--- src/rtl/heartbeat_pkg.sv ---
// heartbeat_pkg: shared states, widths and helpers for the heartbeat Manchester receiver
package heartbeat_pkg;
  typedef enum logic [1:0] {HUNT, FRAME, LOCKED} state_t;
  localparam int BYTE_BITS = 8;
  localparam int MIN_HALF_BIT_CYCLES = 4;
  localparam int MAX_HALF_BIT_CYCLES = 255;
  localparam int TIMER_W = $clog2(4 * MAX_HALF_BIT_CYCLES + 1);
  function automatic logic [7:0] next_count(input logic [7:0] c);
    return c + 8'd1;
  endfunction
endpackage

--- src/rtl/heartbeat_rx_decoder.sv ---
// manchester_bit_decoder: synchronises the line, finds mid-bit edges and emits decoded bits
module manchester_bit_decoder
  import heartbeat_pkg::*;
#(
  parameter int HALF_BIT_CYCLES = 8,
  parameter bit FIRST_HALF_IS_BIT = 1'b1
) (
  input  logic clk,
  input  logic rst_n,
  input  logic signal_in,
  output logic bit_valid,
  output logic bit_value,
  output logic timeout,
  output logic synced
);
  localparam int HB = HALF_BIT_CYCLES < MIN_HALF_BIT_CYCLES ? MIN_HALF_BIT_CYCLES :
                      HALF_BIT_CYCLES > MAX_HALF_BIT_CYCLES ? MAX_HALF_BIT_CYCLES : HALF_BIT_CYCLES;
  localparam logic [TIMER_W-1:0] MID_THR = TIMER_W'(3 * HB / 2);
  localparam logic [TIMER_W-1:0] TIMER_MAX = TIMER_W'(4 * HB);
  logic sync1, sync2, line_q, edge_q, fall_q, sync_q, mid_edge;
  logic [TIMER_W-1:0] timer;
  assign mid_edge = edge_q && timer >= MID_THR;
  assign timeout = sync_q && timer == TIMER_MAX;
  assign bit_valid = sync_q && mid_edge && !timeout;
  assign bit_value = FIRST_HALF_IS_BIT ? fall_q : !fall_q;
  assign synced = sync_q;
  // two-flop synchroniser followed by a registered edge/direction detector
  always_ff @(posedge clk or negedge rst_n)
    if (!rst_n) begin
      sync1 <= 1'b0;
      sync2 <= 1'b0;
      line_q <= 1'b0;
      edge_q <= 1'b0;
      fall_q <= 1'b0;
    end else begin
      sync1 <= signal_in;
      sync2 <= sync1;
      line_q <= sync2;
      edge_q <= sync2 ^ line_q;
      fall_q <= line_q & !sync2;
    end
  // interval timer: restarts on accepted edges, loses bit sync on timeout (timeout beats a coincident edge)
  always_ff @(posedge clk or negedge rst_n)
    if (!rst_n) begin
      timer <= '0;
      sync_q <= 1'b0;
    end else if (timeout) begin
      sync_q <= 1'b0;
    end else if (edge_q && (mid_edge || !sync_q)) begin
      timer <= TIMER_W'(1);
      sync_q <= sync_q || mid_edge;
    end else if (timer != TIMER_MAX) begin
      timer <= timer + 1'b1;
    end
endmodule

--- src/rtl/heartbeat_rx.sv ---
// heartbeat_rx: heartbeat stream receiver with byte alignment and count checking; HEARTBEAT_RX_ERRCNT_EN adds err_count
module heartbeat_rx
  import heartbeat_pkg::*;
#(
  parameter int HALF_BIT_CYCLES = 8,
  parameter bit FIRST_HALF_IS_BIT = 1'b1
) (
  input  logic       clk,
  input  logic       rst_n,
  input  logic       signal_in,
  output logic [7:0] count,
  output logic       count_valid,
  output logic       locked,
  output logic       error
`ifdef HEARTBEAT_RX_ERRCNT_EN
  ,
  output logic [15:0] err_count
`endif
);
  localparam logic [4:0] FRAME_BITS = 5'(2 * BYTE_BITS);
  localparam logic [4:0] LAST_BIT = 5'(BYTE_BITS - 1);
  state_t state, state_n;
  logic [14:0] hist, hist_n;
  logic [15:0] shifted;
  logic [4:0] bcnt, bcnt_n;
  logic [7:0] count_n;
  logic streak, streak_n, cv_n, err_n;
  logic bit_valid, bit_value, timeout, synced, frame_match, byte_match;
  manchester_bit_decoder #(
    .HALF_BIT_CYCLES(HALF_BIT_CYCLES),
    .FIRST_HALF_IS_BIT(FIRST_HALF_IS_BIT)
  ) u_dec (
    .clk(clk),
    .rst_n(rst_n),
    .signal_in(signal_in),
    .bit_valid(bit_valid),
    .bit_value(bit_value),
    .timeout(timeout),
    .synced(synced)
  );
  // the window includes the arriving bit, so only 15 bits of history are stored
  assign shifted = {hist, bit_value};
  assign frame_match = shifted[7:0] == next_count(shifted[15:8]);
  assign byte_match = shifted[7:0] == next_count(count);
  // framing FSM: next state, history, bit counter, mismatch streak and output pulses
  always_comb begin
    state_n = state;
    hist_n = hist;
    bcnt_n = bcnt;
    streak_n = streak;
    count_n = count;
    cv_n = 1'b0;
    err_n = 1'b0;
    if (timeout) begin
      state_n = HUNT;
      hist_n = '0;
      bcnt_n = '0;
      streak_n = 1'b0;
      err_n = state != HUNT;
    end else if (state == HUNT) begin
      if (synced) begin
        state_n = FRAME;
        hist_n = '0;
        bcnt_n = '0;
      end
    end else if (bit_valid) begin
      hist_n = shifted[14:0];
      if (state == FRAME) begin
        bcnt_n = bcnt == FRAME_BITS ? bcnt : bcnt + 5'd1;
        if (bcnt >= FRAME_BITS - 5'd1 && frame_match) begin
          state_n = LOCKED;
          count_n = shifted[7:0];
          cv_n = 1'b1;
          bcnt_n = '0;
          streak_n = 1'b0;
        end
      end else begin
        bcnt_n = bcnt == LAST_BIT ? 5'd0 : bcnt + 5'd1;
        if (bcnt == LAST_BIT) begin
          count_n = shifted[7:0];
          cv_n = byte_match;
          err_n = !byte_match;
          streak_n = !byte_match;
          if (!byte_match && streak) begin
            state_n = FRAME;
            hist_n = '0;
            streak_n = 1'b0;
          end
        end
      end
    end
  end
  // state and registered outputs
  always_ff @(posedge clk or negedge rst_n)
    if (!rst_n) begin
      state <= HUNT;
      hist <= '0;
      bcnt <= '0;
      streak <= 1'b0;
      count <= '0;
      count_valid <= 1'b0;
      error <= 1'b0;
      locked <= 1'b0;
    end else begin
      state <= state_n;
      hist <= hist_n;
      bcnt <= bcnt_n;
      streak <= streak_n;
      count <= count_n;
      count_valid <= cv_n;
      error <= err_n;
      locked <= state_n == LOCKED;
    end
`ifdef HEARTBEAT_RX_ERRCNT_EN
  // saturating tally of error pulses, cleared only by reset
  always_ff @(posedge clk or negedge rst_n)
    if (!rst_n) err_count <= '0;
    else if (err_n && err_count != 16'hFFFF) err_count <= err_count + 16'd1;
`endif
endmodule

--- config.mk ---
export PLATFORM = sky130hd
export DESIGN_NAME = heartbeat_rx
export DESIGN_NICKNAME = d
export VERILOG_FILES = /design/src/rtl/heartbeat_pkg.sv /design/src/rtl/heartbeat_rx_decoder.sv /design/src/rtl/heartbeat_rx.sv
export SDC_FILE = /design/constraint.sdc
export NUM_CORES = 1
export LEC_CHECK = 0
export CAP_MARGIN = 5
export CORE_UTILIZATION = 65
export DETAILED_ROUTE_END_ITERATION = 6
export PLACE_DENSITY = 0.81
export SETUP_SLACK_MARGIN = 0.05
export SLEW_MARGIN = 10
export SYNTH_ARGS = -nofsm -noshare
export SYNTH_HDL_FRONTEND = slang
export SYNTH_SLANG_ARGS = --single-unit
--- constraint.sdc ---
create_clock -name clk -period 3.9 [get_ports clk]
set_input_delay 0.78 -clock clk [delete_from_list [all_inputs] [get_ports clk]]
set_output_delay 0.78 -clock clk [all_outputs]
set_load 0.005 [all_outputs]
======== Word level (Yosys, flattened, before mapping) ========
Index checks and enable logic that the tools add are counted.
word-level totals
  register bits after elaboration ......... 50
  input port bits ......................... 3
  output and inout bits ................... 11
  logic and storage cells ................. 112
cells by class
  add/subtract/negate cells ............... 4
  magnitude comparators ................... 2
  equality and inequality tests ........... 13
  multiplexer cells ....................... 48
  bitwise gates (word level) .............. 4
  reductions and logical operators ........ 26
operators with widths
  cell                                                                                   number
  15-bit two-way mux                                                                     7
  5-bit two-way mux                                                                      8
  8-bit two-way mux                                                                      3
  1-bit two-way mux                                                                      20
  10-bit two-way mux                                                                     2
  8-bit by 1-bit adder with 8-bit output (second input constant)                         2
  8-bit equality test                                                                    2
  2-bit two-way mux                                                                      8
  10-bit by 1-bit adder with 10-bit output (second input constant)                       1
  10-bit by 6-bit equality test with 1-bit output (second input constant)                1
  10-bit by 4-bit greater-or-equal comparator with 1-bit output (second input constant)  1
  10-bit by 6-bit != test with 1-bit output (second input constant)                      1
  2-bit nonzero test                                                                     5
  1-bit logical AND                                                                      7
  3-bit by 1-bit != test with 1-bit output (second input constant)                       2
  3-bit nonzero test                                                                     2
  5-bit by 1-bit adder with 5-bit output (second input constant)                         1
  5-bit by 3-bit equality test with 1-bit output (second input constant)                 1
  5-bit equality test (second input constant)                                            1
  5-bit by 4-bit greater-or-equal comparator with 1-bit output (second input constant)   1
  5-bit by 3-bit != test with 1-bit output (second input constant)                       1
  5-bit AND reduction                                                                    1
  1-bit zero test                                                                        4
  2-bit by 1-bit != test with 1-bit output (second input constant)                       2
  other kinds (10)                                                                       13

======== Longest topological paths before layout ========
Gate-level depths: netlist of run 1.
  depth after elaboration ................. 11
  gate-level depth with buffers ........... 10
  gate-level depth less buffers ........... 10

======== Modules after synthesis ========
Synthesis of run 1 repeated with hierarchy kept, for this count alone.
second synthesis, totals
  cells, all modules ...................... 257
  area, all modules ....................... 2752.6 sq um
modules (own cells, without submodules)
  module                  times used  cells an instance  area an instance (sq um)  seq. area each (sq um)
  heartbeat_rx            1           186                1966.9                    850.8
  manchester_bit_decoder  1           71                 785.8                     400.4

======== Least setup slack after synthesis of run 1 ========
OpenSTA, ideal clock, no wires.
  path kind ............................... register -> register
  from .................................... reg hist[7]
  to ...................................... reg count[0]
  library setup time ...................... 0.125 ns
  arrival time ............................ 2.414 ns
  data required time ...................... 3.775 ns
  slack ................................... 1.361 ns
  cell stages (with the launch flop) ...... 8
  buffers on the path ..................... 0
  clock period less this slack ............ 2.539 ns
  cells stage by stage .................... dfrtp_1 ha_1 o21ba_2 a221oi_1 o22ai_1 or4_4 a21oi_4 mux2_2
between the ends
  cells in the longest elaborated chain, start to end .. 5
ends and longest elaborated chain
  what                                                       line                 source
  from (decl)                                                heartbeat_rx.sv:23   logic [14:0] hist, hist_n;
  from (signal assigned)                                     heartbeat_rx.sv:106  hist <= hist_n;
  8-bit by 1-bit adder with 8-bit output                     heartbeat_pkg.sv:9   return c + 8'd1;
  8-bit equality test                                        heartbeat_rx.sv:43   assign frame_match = shifted[7:0] == next_count(shifted[15:8]);
  1-bit logical AND                                          heartbeat_rx.sv:70   if (bcnt >= FRAME_BITS - 5'd1 && frame_match) begin
  2-bit by 1-bit != test with 1-bit output (no source line)  n/a
  5-bit AND reduction (no source line)                       n/a
  to (signal assigned)                                       heartbeat_rx.sv:109  count <= count_n;
  to (decl)                                                  heartbeat_rx.sv:11   output logic [7:0] count,
No other way between the ends.
A chain may end at the register's enable or synchronous reset.

======== Worst setup path in the final report of run 1 ========
  from .................................... reg count[0]
  to ...................................... reg hist[9]
between the ends
  cells in the longest elaborated chain, start to end .. 10
ends and longest elaborated chain
  what                                    line                source
  8-bit by 1-bit adder with 8-bit output  heartbeat_pkg.sv:9
  8-bit equality test                     heartbeat_rx.sv:44  assign byte_match = shifted[7:0] == next_count(count);
  1-bit zero test                         heartbeat_rx.sv:84  if (!byte_match && streak) begin
  1-bit logical AND                       heartbeat_rx.sv:84
  15-bit two-way mux                      heartbeat_rx.sv:84
  15-bit two-way mux                      heartbeat_rx.sv:79  if (bcnt == LAST_BIT) begin
  15-bit two-way mux                      heartbeat_rx.sv:68  if (state == FRAME) begin
  15-bit two-way mux                      heartbeat_rx.sv:66  end else if (bit_valid) begin
  15-bit two-way mux                      heartbeat_rx.sv:60  end else if (state == HUNT) begin
  15-bit two-way mux                      heartbeat_rx.sv:54  if (timeout) begin
No other way between the ends. The select of a mux whose other input is x is not followed.

==> results of run 1 <==
==> routing by layer <==
metal / vias to the layer above / part of all wire / GRT usage / routed length, microns
met1: 1037 / 0.47 / 0.358 / 2600
li1: 1022 / - / - / -
met5: - / 0 / 0 / 0
met3: 15 / 0.042 / 0.0633 / 230
met4: 0 / 0.018 / 0.0885 / 99
met2: 53 / 0.47 / 0.420 / 2550
==> placed cells by master, fill, tap and decap left out, drive strengths merged, types with 3 or more instances in the layout <==
cell type and count:
dfrtp 50, nand3 20, nor2 17, nand2 17, a22o 16, xor2 15
clkdlybuf4s50 12, xnor2 11, inv 10, mux2 8, ha 8, a21oi 8
clkbuf 6, and3 5, o21ai 5, nand2b 4, nand4 4, nor3 4
mux2i 4, or4 4, o22ai 3, a211o 3, or3 3, o31a 3
and4 3, o31ai 3, nor4 3
==> worst max-delay path: stages (launching register included) <==
cell	delay, ns
sky130_fd_sc_hd__dfrtp_1	0.47
sky130_fd_sc_hd__ha_1	0.32
sky130_fd_sc_hd__or2_2	0.32
sky130_fd_sc_hd__a221o_1	0.30
sky130_fd_sc_hd__a211oi_1	0.26
sky130_fd_sc_hd__nand3_1	0.23
sky130_fd_sc_hd__a31oi_2	0.68
sky130_fd_sc_hd__a22o_2	0.24
==> state kept, by name, indices dropped and copies added (netlist names) <==
name,count
count_valid,1
hist,15
u_dec.sync1,1
u_dec.edge_q,1
error,1
streak,1
u_dec.bit_value,1
locked,1
u_dec.synced,1
u_dec.timer,10
state,2
count,8
u_dec.line_q,1
u_dec.sync2,1
bcnt,5
==> cell families after synthesis <==
logic type	share of synthesized area
simple gates	0.199
compound gates	0.168
flops	0.436
xor+xnor	0.0793
buf+inv	0.0379
mux	0.0453
fa+ha+maj	0.0349
==> final cells by class <==
type | count | area [sq um]
Fill cell | 289 | 1010
Multi-Input combinational cell | 204 | 1510
Clock inverter | 2 | 37.5
Clock buffer | 6 | 72.6
Inverter | 10 | 37.5
Tap cell | 50 | 62.6
Timing Repair Buffer | 13 | 128
Sequential cell | 50 | 1250
==> path summary, 6_finish.rpt <==
| kind | end | startpoint | slack (ns) | depth (start not counted) |
|---|---|---|---|---|
| worst max register to register | hist[9] | count[0] | 1.03 | 7 |
| worst min-delay path | u_dec.sync2 | u_dec.sync1 | 0.36 | 0 |
| min in group asynchronous | hist[13] | rst_n | 0.47 | 1 |
| worst max-delay path | hist[9] | count[0] | 1.03 | 7 |
| max in group asynchronous | u_dec.timer[0] | rst_n | 2.99 | 1 |
| worst min register to register | u_dec.sync2 | u_dec.sync1 | 0.36 | 0 |
==> per-stage QoR <==
stage                     hold slack (ns)  std cells
after CTS                           0.367        335
final                               0.359        335
after detailed placement            0.339        327
after global routing                0.371        335
after global placement              0.350        327
after floorplan                     0.331        276
==> power by group through the flow <==
| stage | logic (uW) | registers [uW] | clock network, uW |
|---|---|---|---|
| 2_1_floorplan | 175 | 590 | 0 |
| 3_3_place_gp | 191 | 619 | 0 |
| 3_5_place_dp | 194 | 621 | 0 |
| 4_1_cts | 196 | 610 | 366 |
| 5_1_grt | 222 | 618 | 388 |
| 6_report | 194 | 611 | 361 |
==> results.txt, run 1 <==
Run status -> completed
Global-route wire length before repair -> 9.07 mm
Horizontal extent of the die -> 68.5 microns
Launching element type of the critical path -> register
Number of distinct library cells after synthesis -> 60
Post-Place Worst Slack -> 1.06 ns
Count of instances resized after the clock tree is built -> 0
Max-cap violations -> 0
Detailed-route wire length -> 5.48 mm
Core Box Area -> 4120 sq um
Root cell of the clock tree -> sky130_fd_sc_hd__clkbuf_8
Post-route worst setup slack -> 1.03 ns
RSZ-0062 raised after global routing -> no
End-of-flow core utilization -> 0.753
Tightest Hold Check Type -> reg2reg
Leftover overflow at the end of global routing -> 0
Average cell area after synthesis -> 10.4 sq um
Internal power -> 831 uW
Area growth from synthesis to final layout -> 7.97%
Max IR drop VDD -> 0.396 mV
Final instance area -> 3100 sq um
Area of the mapped netlist -> 2870 sq um
Setup violations, final -> 0
Initial drt markers -> 144
Biggest fanout along the worst timing path -> 15
Power share of the clock group -> 0.309
First drt pass iteration count -> 4
Vias per cell -> 6.35
Min Clock Period, post-route -> 2.87 ns
Sequential share of the synthesized area -> 0.436
Via count -> 2,127
Total clock buffers created by CTS -> 5
Sw Share -> 0.288
Count of input and output buffers -> 13
Largest net degree at the start of global routing -> 51
Flops & latches, synth -> 50
Worst Clk Skew -> 0.00788 ns
Power density over cell area -> 376 nW/um^2
Clock Pin Slew Worst Setup and Hold Paths -> 0.09 ns
Leakage power of the design -> 0.00142 uW
Initial Utilization -> 0.698
Number of global-route vias before repair -> 1,942
Post-detailed-route DRC marker count -> 0
Number of warnings printed during yosys synthesis -> 0
Cell type with the highest aggregate area in the netlist -> sky130_fd_sc_hd__dfrtp_1
Number of enable flip-flop cells after synthesis -> 0
Top post-synthesis cells by count -> sky130_fd_sc_hd__dfrtp_1 (50), sky130_fd_sc_hd__nand3_1 (20), sky130_fd_sc_hd__nor2_1 (17)
Initial antenna violation count -> 0
Pins Over Slew Limit -> 0
Setup crit end kind -> register
Number of standard cells after synthesis -> 276
Actual slew at the worst max-slew pin -> 0.786 ns
Share of cells above drive strength 1 -> 0.112
Main flop type after synthesis -> sky130_fd_sc_hd__dfrtp_1
Syn Nets -> 287
Clock sink count -> 50
Final Cycle Share -> 0.737
Data arrival at the endpoint of the critical path -> 3.12 ns
Switching Power -> 335 uW
Number of rows in the core area -> 23
Placement Cell Area -> 2990 sq um
Peak clock frequency supported by timing -> 0.348 GHz
IO Count -> 14
Post-synthesis async set-or-reset flop share -> 1.00
Clock latency on the worst-skew pair -> 0.30 ns
GPL Wtd Cong -> 0.822
Hold violation count in the final report -> 0
Count of antenna-violating nets left after detailed routing -> 0
Required time of the critical path -> 4.15 ns
Post-CTS Hold Buffers -> 0
Routed length per placed instance -> 16.3 microns
Critical setup path kind -> reg2reg
Total routing resource utilization after global routing -> 0.267
Postcts setup bufs -> 0
Total Die Area -> 4690 sq um
Sequential Power Share -> 0.524
NumNets Final -> 295
Die outline height -> 68.5 microns
Synth top area cells -> sky130_fd_sc_hd__dfrtp_1 (44%), sky130_fd_sc_hd__xor2_1 (4.6%), sky130_fd_sc_hd__a22o_1 (4.3%)
Detailed placement HPWL -> 3.80 mm
Max-slew headroom at the worst pin -> 0.471
Total negative slack -> 0 ns
Buffer levels on the longest clock path -> 2
Total power -> 1170 uW
Number of antenna repair diodes -> 0
Most common cell in the netlist -> sky130_fd_sc_hd__dfrtp_1
Clock tree from TritonCTS -> built
Fraction of synthesized cell area taken by the top area cell type -> 0.436
Combinational Power Share -> 0.167
# H-tree levels -> 2
Power figures use the tool's default switching activity.
==> inputs of run 2 (changes only) <==
--- a/config.mk
+++ b/config.mk
@@ -6,9 +6,9 @@
 export NUM_CORES = 1
 export LEC_CHECK = 0
 export CAP_MARGIN = 5
-export CORE_UTILIZATION = 65
+export CORE_UTILIZATION = 54
 export DETAILED_ROUTE_END_ITERATION = 6
-export PLACE_DENSITY = 0.81
+export PLACE_DENSITY = 0.72
 export SETUP_SLACK_MARGIN = 0.05
 export SLEW_MARGIN = 10
 export SYNTH_ARGS = -nofsm -noshare
==> constraint.sdc (replaced) <==
create_clock -name clk -period 2.5 [get_ports clk]
set_input_delay 0.5 -clock clk [delete_from_list [all_inputs] [get_ports clk]]
set_output_delay 0.5 -clock clk [all_outputs]
set_load 0.005 [all_outputs]
==> run 2 against run 1 <==
Net effect:
- power increased by 60%
- fmax grew 18%
- clock power grew 54%
- non-clock buffer count increased by 33
- design area is 11% higher
- via count increased by 3.8%
- sequential power up 56%
- sequential share of layout area shrank 3.9 points
- combinational power increased by 80%
- die area grew 20%
- cell count rose by 16%
- sequential cell count stayed put
- critical path type unchanged
- highest routed layer unchanged
==> results.txt, run 2 (same netlist as run 1, synthesis figures left out) <==
Final instance area -> 3430 sq um
Cell total after placement -> 375
Detailed placement HPWL -> 4.12 mm
Total routing resource utilization after global routing -> 0.221
Largest register FFs -> 15
Launching element type of the critical path -> register
Global-route wire length before repair -> 9.36 mm
Root cell of the clock tree -> sky130_fd_sc_hd__clkbuf_8
Buffer levels on the longest clock path -> 2
Number of global-route vias before repair -> 2,072
Leakage power of the design -> 0.00159 uW
Pins Over Slew Limit -> 0
Initial drt markers -> 122
Run status -> completed
Initial Utilization -> 0.562
Vias per cell -> 5.69
Data arrival at the endpoint of the critical path -> 2.63 ns
Via count -> 2,208
Share of cells above drive strength 1 -> 0.230
GPL Wtd Cong -> 0.834
Area growth from synthesis to final layout -> 19.4%
Horizontal extent of the die -> 74.9 microns
Total clock buffers created by CTS -> 5
Final Cycle Share -> 0.976
Count of input and output buffers -> 13
Seq. cell area -> 1250 sq um
Max-slew headroom at the worst pin -> 0.484
Setup crit end kind -> register
Register with the highest flop count -> hist
Hold violation count in the final report -> 0
Max IR drop VDD -> 0.530 mV
Area of the multi-input gates -> 1560 sq um
Worst R2R Setup Slack -> 0.06 ns
Count of antenna-violating nets left after detailed routing -> 0
Routed length per placed instance -> 14.5 microns
Setup violations, final -> 0
Die outline height -> 74.9 microns
Biggest fanout along the worst timing path -> 8
Clock tree from TritonCTS -> built
Top library cells by usage in the layout, fill and taps aside -> sky130_fd_sc_hd__dfrtp_1 (50), sky130_fd_sc_hd__buf_4 (32), sky130_fd_sc_hd__nand3_1 (19)
Clock sink count -> 50
Required time of the critical path -> 2.69 ns
Max-cap violations -> 0
Peak clock frequency supported by timing -> 0.410 GHz
RSZ-0062 raised after global routing -> yes
Actual slew at the worst max-slew pin -> 0.767 ns
First drt pass iteration count -> 4
Tightest Hold Check Type -> in2async
Top flop regs -> hist (15), u_dec.timer (10), count (8)
Detailed-route wire length -> 5.63 mm
Worst reg2reg endpoint -> count[3]
Most frequent standard cell in the layout excluding fill and tap cells -> sky130_fd_sc_hd__dfrtp_1
Total Die Area -> 5610 sq um
Placement Cell Area -> 3230 sq um
# H-tree levels -> 2
Worst reg2reg path startpoint -> hist[7]
Logic depth of the worst register-to-register path -> 8
Worst Clk Skew -> 0.00828 ns
Initial antenna violation count -> 0
Filler cell count -> 421
Final standard cell count with taps included and fillers excluded -> 388
Leftover overflow at the end of global routing -> 0
NumNets Final -> 328
Clock Pin Slew Worst Setup and Hold Paths -> 0.09 ns
Largest net degree at the start of global routing -> 20
Core Box Area -> 5110 sq um
Min Clock Period, post-route -> 2.44 ns
Post-detailed-route DRC marker count -> 0
Total power -> 1860 uW
Number of antenna repair diodes -> 0
IO Count -> 14
Number of rows in the core area -> 26
Power density over cell area -> 543 nW/um^2
Critical setup path kind -> reg2reg
Clock latency on the worst-skew pair -> 0.30 ns
[run 2: worst max-delay path, cell delays in order, from the launching register on]
cell	delay, ns
sky130_fd_sc_hd__dfrtp_1	0.40
sky130_fd_sc_hd__ha_2	0.22
sky130_fd_sc_hd__o21ba_2	0.20
sky130_fd_sc_hd__a221oi_2	0.25
sky130_fd_sc_hd__o22ai_1	0.14
sky130_fd_sc_hd__or4_4	0.46
sky130_fd_sc_hd__a21oi_4	0.18
sky130_fd_sc_hd__buf_12	0.15
sky130_fd_sc_hd__mux2_2	0.33
[run 2: layer usage]
metal  global-route usage  up-vias  share of wire
li1                     -     1093              -
met3               0.0415        5          0.030
met4               0.0608        0         0.0073
met5                    0        -              0
met2                0.379       28           0.49
met1                0.285     1082           0.47
[run 2: how the worst max path moves through the flow]
| stage | start | end | slack (ns) | cells after the start |
|---|---|---|---|---|
| final | hist[7] | count[3] | 0.06 | 8 |
| after global routing | hist[7] | count[2] | -0.06 | 8 |
| after CTS | bcnt[1] | bcnt[3] | 0.03 | 12 |
| after detailed placement | bcnt[0] | count[3] | -0.05 | 10 |
| after global placement | bcnt[0] | count[3] | 0.03 | 10 |
| after floorplan | hist[7] | count[0] | 0.07 | 7 |
[run 2: where the power goes]
part / switching, uW / internal, uW
registers: 89.6 / 866
logic: 187 / 163
clock network: 259 / 299
total: 535 / 1330
[run 2: stage by stage]
step / setup slack, ns / utilization / TNS (ns) / hold slack [ns]
final: 0.0591 / 0.671 / 0 / 0.0762
after global placement: 0.0350 / 0.632 / 0 / 0.344
after CTS: 0.0346 / 0.660 / 0 / 0.0822
after floorplan: 0.0670 / - / 0 / 0.204
after detailed placement: -0.0460 / 0.632 / -0.317 / 0.338
after global routing: -0.0610 / 0.671 / -0.385 / 0.0824
[run 2: area by class of cell]
type	instances	share of cell area
timing repair buffer	46	0.112
inverter	10	0.0109
sequential	50	0.365
clock inverter	2	0.0109
clock buffer	6	0.0212
multi-input combinational	204	0.454
tap	70	0.0255
[run 2: timing repair]
action | 4_1_cts | 5_1_grt
resized for setup | 1 | 9
hold buffers | 0 | 0
hold endpoints to repair | 0 | 0
setup endpoints to repair | 9 | 31
pin swaps | 2 | 3
setup buffers | 3 | 2
==> inputs of run 3 (changes only) <==
--- a/config.mk
+++ b/config.mk
@@ -6,9 +6,10 @@
 export NUM_CORES = 1
 export LEC_CHECK = 0
 export CAP_MARGIN = 5
-export CORE_UTILIZATION = 54
+export CORE_UTILIZATION = 56
+export CTS_BUF_LIST = sky130_fd_sc_hd__clkbuf_8
 export DETAILED_ROUTE_END_ITERATION = 6
-export PLACE_DENSITY = 0.72
+export PLACE_DENSITY = 0.74
 export SETUP_SLACK_MARGIN = 0.05
 export SLEW_MARGIN = 10
 export SYNTH_ARGS = -nofsm -noshare
==> run 3 against run 2 <==
Net effect:
- clock power down 7.9%
- largest power group unchanged
- clock-buffer cell count down 1
- hold slack better by 0.067 ns
- global-route usage up 1.7 points
==> results.txt, run 3 (same netlist as run 1, synthesis figures left out) <==
Top library cells by usage in the layout, fill and taps aside -> sky130_fd_sc_hd__dfrtp_1 (49), sky130_fd_sc_hd__buf_4 (31), sky130_fd_sc_hd__nand3_1 (20)
Total routing resource utilization after global routing -> 0.238
Setup crit end kind -> register
CP Launch Point -> bcnt[1]
Share of cells above drive strength 1 -> 0.233
Worst reg2reg path startpoint -> bcnt[1]
Detailed placement HPWL -> 4.25 mm
Detailed-route wire length -> 5.89 mm
Total clock buffers created by CTS -> 5
List of cells traversed by the critical path -> ha_4 > nand2_2 > nor2_2 > ha_2 > nor2_1 > o21ai_1 > nand4_1 > or4_4 > a21oi_4 > buf_6 > mux2_2
Internal power -> 1230 uW
Clock sink count -> 50
Critical setup path kind -> reg2reg
Initial Utilization -> 0.596
Top flop regs -> hist (15), u_dec.timer (10), count (8)
Number of rows in the core area -> 25
Worst R2R Setup Slack -> 0.07 ns
Max-cap violations -> 0
Max IR drop VDD -> 0.510 mV
Min Clock Period, post-route -> 2.43 ns
Core Box Area -> 4820 sq um
Total Die Area -> 5420 sq um
Clock tree from TritonCTS -> built
Tightest Hold Check Type -> in2async
Worst Clk Skew -> 0.00841 ns
Combinational Power Share -> 0.191
Total negative slack -> 0 ns
Peak per-stage delay on the critical path -> 0.54 ns
Number of antenna repair diodes -> 0
Actual slew at the worst max-slew pin -> 0.666 ns
Peak clock frequency supported by timing -> 0.411 GHz
Number of global-route vias before repair -> 2,113
Power density over cell area -> 536 nW/um^2
Leakage power of the design -> 0.00158 uW
Buffer levels on the longest clock path -> 2
Routed length per placed instance -> 15.3 microns
Count of antenna-violating nets left after detailed routing -> 0
Final Cycle Share -> 0.972
Leftover overflow at the end of global routing -> 0
Global-route wire length before repair -> 9.68 mm
First drt pass iteration count -> 4
Slowest library cell on the worst path -> sky130_fd_sc_hd__or4_4
# H-tree levels -> 2
Count of input and output buffers -> 13
Initial drt markers -> 125
Vias per cell -> 5.82
Data arrival at the endpoint of the critical path -> 2.63 ns
Hold violation count in the final report -> 0
Largest register FFs -> 15
Switching Power -> 587 uW
Most frequent standard cell in the layout excluding fill and tap cells -> sky130_fd_sc_hd__dfrtp_1
Clock latency on the worst-skew pair -> 0.31 ns
Setup violations, final -> 0
Power share of the clock group -> 0.282
Post-detailed-route DRC marker count -> 0
Cell total after placement -> 371
Sw Share -> 0.323
RSZ-0062 raised after global routing -> yes
Initial antenna violation count -> 0
Total power -> 1820 uW
IO Count -> 14
GPL Wtd Cong -> 0.859
Sequential Power Share -> 0.526
Post-CTS Hold Buffers -> 0
Root cell of the clock tree -> sky130_fd_sc_hd__clkbuf_8
Largest net degree at the start of global routing -> 25
Run status -> completed
Clock Pin Slew Worst Setup and Hold Paths -> 0.11 ns
Via count -> 2,235
Die outline height -> 73.6 microns
Final standard cell count with taps included and fillers excluded -> 384
Horizontal extent of the die -> 73.6 microns
Area growth from synthesis to final layout -> 18.2%
Launching element type of the critical path -> register
Biggest fanout along the worst timing path -> 6
Max-slew headroom at the worst pin -> 0.552
NumNets Final -> 327
Pins Over Slew Limit -> 0
Required time of the critical path -> 2.70 ns
Register with the highest flop count -> hist
## run 3: what timing repair did
action,CTS,global route
gates resized for setup,0,11
buffers inserted,2,3
gates cloned,0,0
endpoints found under the setup margin,9,31
pin swaps,3,7
## run 3: worst max-delay path: cells and delay by family, from the launching register on
family                   cells  cell delay [ns]
flip-flops                   1             0.40
AO/OA/AOI/OAI                2             0.26
multiplexers                 1             0.33
buffers and inverters        1             0.14
AND/OR/NAND/NOR              5             0.87
adder cells (fa/ha/maj)      2             0.32
## run 3: metrics by stage
step                      instance area (sq um)  hold slack (ns)  setup slack [ns]  utilization
after global routing                       3390            0.197           -0.0754        0.704
after global placement                     3210            0.352            0.0312        0.667
after floorplan                            2870            0.204            0.0670            -
after detailed placement                   3210            0.338           -0.0371        0.667
after CTS                                  3330            0.163            0.0708        0.691
final                                      3390            0.143            0.0695        0.704
## run 3: path summary, 6_finish.rpt
check / end / cells after the start
setup / recovery: count[2] / 11
hold / removal: hist[11] / 1
setup reg to reg: count[2] / 11
hold reg to reg: u_dec.sync2 / 0
max in group asynchronous: u_dec.timer[2] / 2
min in group clk: u_dec.sync2 / 0
## run 3: area by class of cell
cell class                      count  area [sq um]
Clock buffer                        5          68.8
Clock inverter                      3          28.8
Fill cell                         391          1420
Inverter                           10          37.5
Multi-Input combinational cell    204          1550
Sequential cell                    50          1250
Tap cell                           67          83.8
Timing Repair Buffer               45           369
## run 3: power by group through the flow
| stage | clock [uW] | sequential, uW | combinational (uW) |
|---|---|---|---|
| after floorplan | 0 | 920 | 273 |
| after global placement | 0 | 963 | 326 |
| after detailed placement | 0 | 967 | 341 |
| after CTS | 521 | 950 | 344 |
| after global routing | 547 | 968 | 392 |
| final | 513 | 957 | 348 |
## run 3: layer usage
metal	global-route usage	wire [microns]	up-vias
met3	0.0425	171	8
met5	0	0	-
li1	-	-	1096
met4	0.0919	82	0
met1	0.321	2840	1092
met2	0.382	2790	39
